[src/rtl/mantle_pkg.sv]
// Shared definitions for the mantle index-stream block: FSM state type and default sizes.
package mantle_pkg;

  typedef enum logic {
    IDLE = 1'b0,
    SEND = 1'b1
  } state_t;

  localparam int N_DEF = 9;
  localparam int W_DEF = 32;

endpackage

[src/rtl/mantle_get_idx_stream.sv]
// Captures an N-element array and streams elements start_idx..N-1 out as valid/ready beats.
// Optional macro MANTLE_GET_IDX_LAST_EN adds an out_last flag on the final (idx=N-1) beat.
module mantle_get_idx_stream
  import mantle_pkg::*;
#(
  parameter int N = N_DEF,
  parameter int W = W_DEF,
  localparam int IW = $clog2(N + 1),
  localparam int OW = (N > 1) ? $clog2(N) : 1
) (
  input  logic          clk,
  input  logic          rst_n,
  input  logic [W-1:0]  in [N],
  input  logic [IW-1:0] start_idx,
  input  logic          in_valid,
  output logic          in_ready,
  output logic [W-1:0]  out_data,
  output logic [OW-1:0] out_idx,
  output logic          out_valid,
  input  logic          out_ready,
`ifdef MANTLE_GET_IDX_LAST_EN
  output logic          out_last,
`endif
  output state_t        state
);

  // Handshakes: a transfer happens on a rising edge where valid and ready are
  // both 1; out_data/out_idx are held while out_valid=1 and out_ready=0.

  localparam logic [IW-1:0] N_IDX    = IW'(N);
  localparam logic [IW-1:0] LAST_IDX = IW'(N - 1);

  state_t        next_state;
  logic [W-1:0]  arr [N];
  logic [IW-1:0] idx;
  logic          capture;
  logic          beat;

  always_ff @(posedge clk) begin
    if (!rst_n) state <= IDLE;
    else        state <= next_state;
  end

  always_comb begin
    next_state = state;
    in_ready   = 1'b0;
    out_valid  = 1'b0;
    case (state)
      IDLE: begin
        in_ready = 1'b1;
        // An out-of-range start index is accepted but produces no beats.
        if (in_valid && (start_idx < N_IDX)) next_state = SEND;
      end
      SEND: begin
        out_valid = 1'b1;
        if (out_ready && (idx == LAST_IDX)) next_state = IDLE;
      end
      default: next_state = IDLE;
    endcase
  end

  assign capture = in_valid && in_ready;
  assign beat    = out_valid && out_ready;

  always_ff @(posedge clk) begin
    if (!rst_n) begin
      idx <= '0;
      for (int i = 0; i < N; i++) arr[i] <= '0;
    end else if (capture) begin
      arr <= in;
      idx <= start_idx;
    end else if (beat) begin
      idx <= idx + IW'(1);
    end
  end

  assign out_data = out_valid ? arr[idx[OW-1:0]] : '0;
  assign out_idx  = out_valid ? idx[OW-1:0] : '0;

`ifdef MANTLE_GET_IDX_LAST_EN
  assign out_last = out_valid && (idx == LAST_IDX);
`endif

endmodule

[config.mk]
export PLATFORM = sky130hd
export DESIGN_NAME = mantle_get_idx_stream
export DESIGN_NICKNAME = d
export VERILOG_FILES = /design/src/rtl/mantle_pkg.sv /design/src/rtl/mantle_get_idx_stream.sv
export SDC_FILE = /design/constraint.sdc
export NUM_CORES = 1
export LEC_CHECK = 0
export ABC_CLOCK_PERIOD_IN_PS = 1750
export CORE_ASPECT_RATIO = 1.75
export CORE_MARGIN = 5
export CORE_UTILIZATION = 44
export DETAILED_ROUTE_END_ITERATION = 16
export MAX_ROUTING_LAYER = met4
export PLACE_DENSITY = 0.76
export SLEW_MARGIN = 20
export SYNTH_ARGS = -nofsm -noshare
export SYNTH_HDL_FRONTEND = slang
export SYNTH_SLANG_ARGS = --single-unit
[constraint.sdc]
create_clock -name clk -period 1.75 [get_ports clk]
set_input_delay 0.2625 -clock clk [delete_from_list [all_inputs] [get_ports clk]]
set_output_delay 0.2625 -clock clk [all_outputs]
set_load 0.1 [all_outputs]
==> flow_summary.yaml <==
synthesis:
  synth_area_leaders: "dfxtp_1, nand2_1, a21oi_1, mux4_2, mux2i_1"
  syn_area_per_cell_um2: 8.20
  synth_warnings: 0
  synth_compound_area_share_pct: 19.0
  synthAdderAreaFrac_pct: 0.196
  synth-seq-area-share_pct: 45.9
  synth_cells: 1559
  ys.flop_type: "dfxtp_1"
  yosysTopAreaCellShare_pct: 45.9
  yosysTopAreaCell: "dfxtp_1"
  yosys.area_share.xor_xnor_pct: 0.0685
  syn-num-nets: 1857
  synthMuxAreaShare_pct: 10.7
  ys_types: 32
  synth_edf_count: 0
  yosys.area_share.simple_pct: 18.9
  synth.ff_latch_count: 293
  async_reset_ff_share_pct: 0
  synth_top_family_by_area: "compound AO/OA/AOI/OAI gates"
  syn_area_mm2: 0.0128
power_and_ir_drop:
  p_sw_uw: 5120
  pwr_density_cell_mw_per_mm2: 909
  p_comb_share_pct: 22.8
  switching_share_pct: 28.7
  p_leak_uw: 0.00719
  p_int_uw: 12700
  p_clk_share_pct: 35.7
  power_frac_seq_pct: 41.5
  vdd_drop_max_v: 0.000663
final_layout:
  drive_gt1_share_pct: 19.0
  final_common_cell: "nand2_1"
  fin_util_pct: 68.7
  final_area_mm2: 0.0197
  syn_to_final_growth_pct: 53.8
  nFillCells: 2147
  finalNetCount: 2195
  layout_common_cells: "nand2_1, clkdlybuf4s50_1, dfxtp_1"
  final_cells: 2306
detailed_routing:
  wl_per_cell_um: 22.9
  dr.pass1.iters: 5
  route.detailed.drc: 0
  viasPerCell: 5.58
  ant_nets: 0
  vias: 12871
  routed_wl_um: 52900
  drtIter0Drc: 1128
clock_network:
  clock_latency_ns: 0.55
  clockBufferDepth: 3
  clock_sinks: 293
  numCtsBuffers: 26
  cts_tree: "done"
  cts-root-buf: "clkbuf_16"
  htree_levels: 1
  clk_pin_slew_worst_paths_ns: 0.07
  cts_hold_buf: 0
sta:
  slew_headroom_pct: 59.7
  fmax_ghz: 0.375
  rsz0062_at_grt: "true"
  fin_worst_skew_ns: 0.00941
  slew_viol_final: 0
  setup_ws_ns: -0.917
  hold_viol: 0
  setup_viol: 43
  period_minus_slack_ns: 2.67
  tns_ns: -28.62
  worst_pin_slew_ns: 0.587
  fin_crit_sh_pct: 152
min_path:
  hold_path_class: "primary input to register"
setup_path:
  start_kind: "register"
  arrival_ns: 2.40
  cp_slowest_cell: "dfxtp_4"
  critical-path-max-stage-delay_ns: 0.42
  r2r_slack_ns: -0.04
  critPathCaptureType: "output port"
  crit_fanout: 9
  crit_required_ns: 1.49
  crit_chain: "nor4b_4 > buf_4 > buf_16 > buf_12 > nand2_2 > a211oi_4 > buf_12"
  path_class: "register to output port"
  cpMostUsedCell: "buf_12"
die:
  rows: 82
  ioPinCount: 335
  die_y_um: 235
  core-area_mm2: 0.0286
  initial_core_util_pct: 44.6
  die_area_mm2: 0.0327
  die_w_um: 139
global_route:
  grt_use_total_pct: 31.3
  grt_overflow_total: 0
  grt_max_degree: 68
  antenna_found_initial: 13
  grt_pass1_wl_um: 76800
  grt_pass1_vias: 12615
place:
  port_buffers: 334
  dp_cells: 2219
  finalWeightedCongestion: 0.971
  dp_hpwl_um: 37600
  dpl-instance-area_mm2: 0.0177
job:
  maxCapViolCount: 0
outcome:
  status: "finished, violations left"
  violations: "setup timing"
repair_timing:
action / in CTS / in global routing
endpoints found under the hold margin: 0 / 0
pin swaps: 44 / 40
gates resized for setup: 86 / 76
cloned: 9 / 2
endpoints found under the setup margin: 37 / 36
setup buffers: 15 / 23
cell usage after synthesis, drive strengths merged (2+ instances only):
cell type	instances
a211oi	63
a21oi	291
a221o	31
and2	3
buf	52
clkbuf	87
dfxtp	293
ha	2
inv	4
mux2i	64
mux4	32
nand2	611
nand2b	2
nand3	4
nor2	4
nor2b	2
nor3	2
o31ai	2
metal layers:
layer | up-vias | GRT usage [%] | wire length, µm
met5 | - | - | 0
met4 | 0 | 22.4 | 4580
met3 | 180 | 3.48 | 3400
met2 | 653 | 52.2 | 26700
met1 | 6094 | 34.4 | 18200
li1 | 5944 | - | -
worst max-delay path: cells and delay by family (launching register included):
kind                   cells  cell delay, ns
AOI/OAI and AO/OA          1            0.31
and+or+nand+nor            2            0.39
buffers and inverters      4            0.72
DFF                        1            0.42
worst paths after layout:
check,from,end,cells past startpoint
hold reg to reg,arr[137],arr[137],2
hold / removal,in[26],arr[26],3
setup / recovery,idx[0],out_data[27],7
setup reg to reg,state,arr[123],8
registers in the layout, indices dropped and copies added, names as in the netlist:
register  count
idx           4
state         1
arr         288
power by group through the flow:
stage / clock [µW] / combinational (µW) / sequential (µW)
2_1_floorplan: 0 / 2030 / 7400
3_3_place_gp: 0 / 3630 / 7510
3_5_place_dp: 0 / 3670 / 7520
4_1_cts: 6420 / 3920 / 7390
5_1_grt: 6690 / 4270 / 7450
6_report: 6380 / 4070 / 7420
through the flow:
step / worst slack (ns) / total power, µW / hold WS (ns)
final: -0.917 / 17900 / 0.246
after CTS: -0.900 / 17700 / 0.236
after global placement: -0.348 / 11100 / 0.439
after floorplan: -0.611 / 9430 / 0.398
after global routing: -0.953 / 18400 / 0.253
after detailed placement: -0.403 / 11200 / 0.445
cells by family after synthesis:
kind of cell	Yosys count
adder cells (fa/ha/maj)	2
multiplexers	96
buffers and inverters	144
XOR/XNOR	1
AO/OA/AOI/OAI	392
flip-flops	293
AND/OR/NAND/NOR	631
layout make-up:
type	count	area, µm²	area share, %
sequential	293	5880	29.9
clock inverter	13	203	1.03
tap	378	473	2.41
clock buffer	33	738	3.76
timing repair buffer	449	5280	26.9
multi-input combinational	1122	7010	35.7
antenna	13	32.5	0.166
inverter	5	30.0	0.153
No activity file was read; power rests on OpenSTA's default activity.
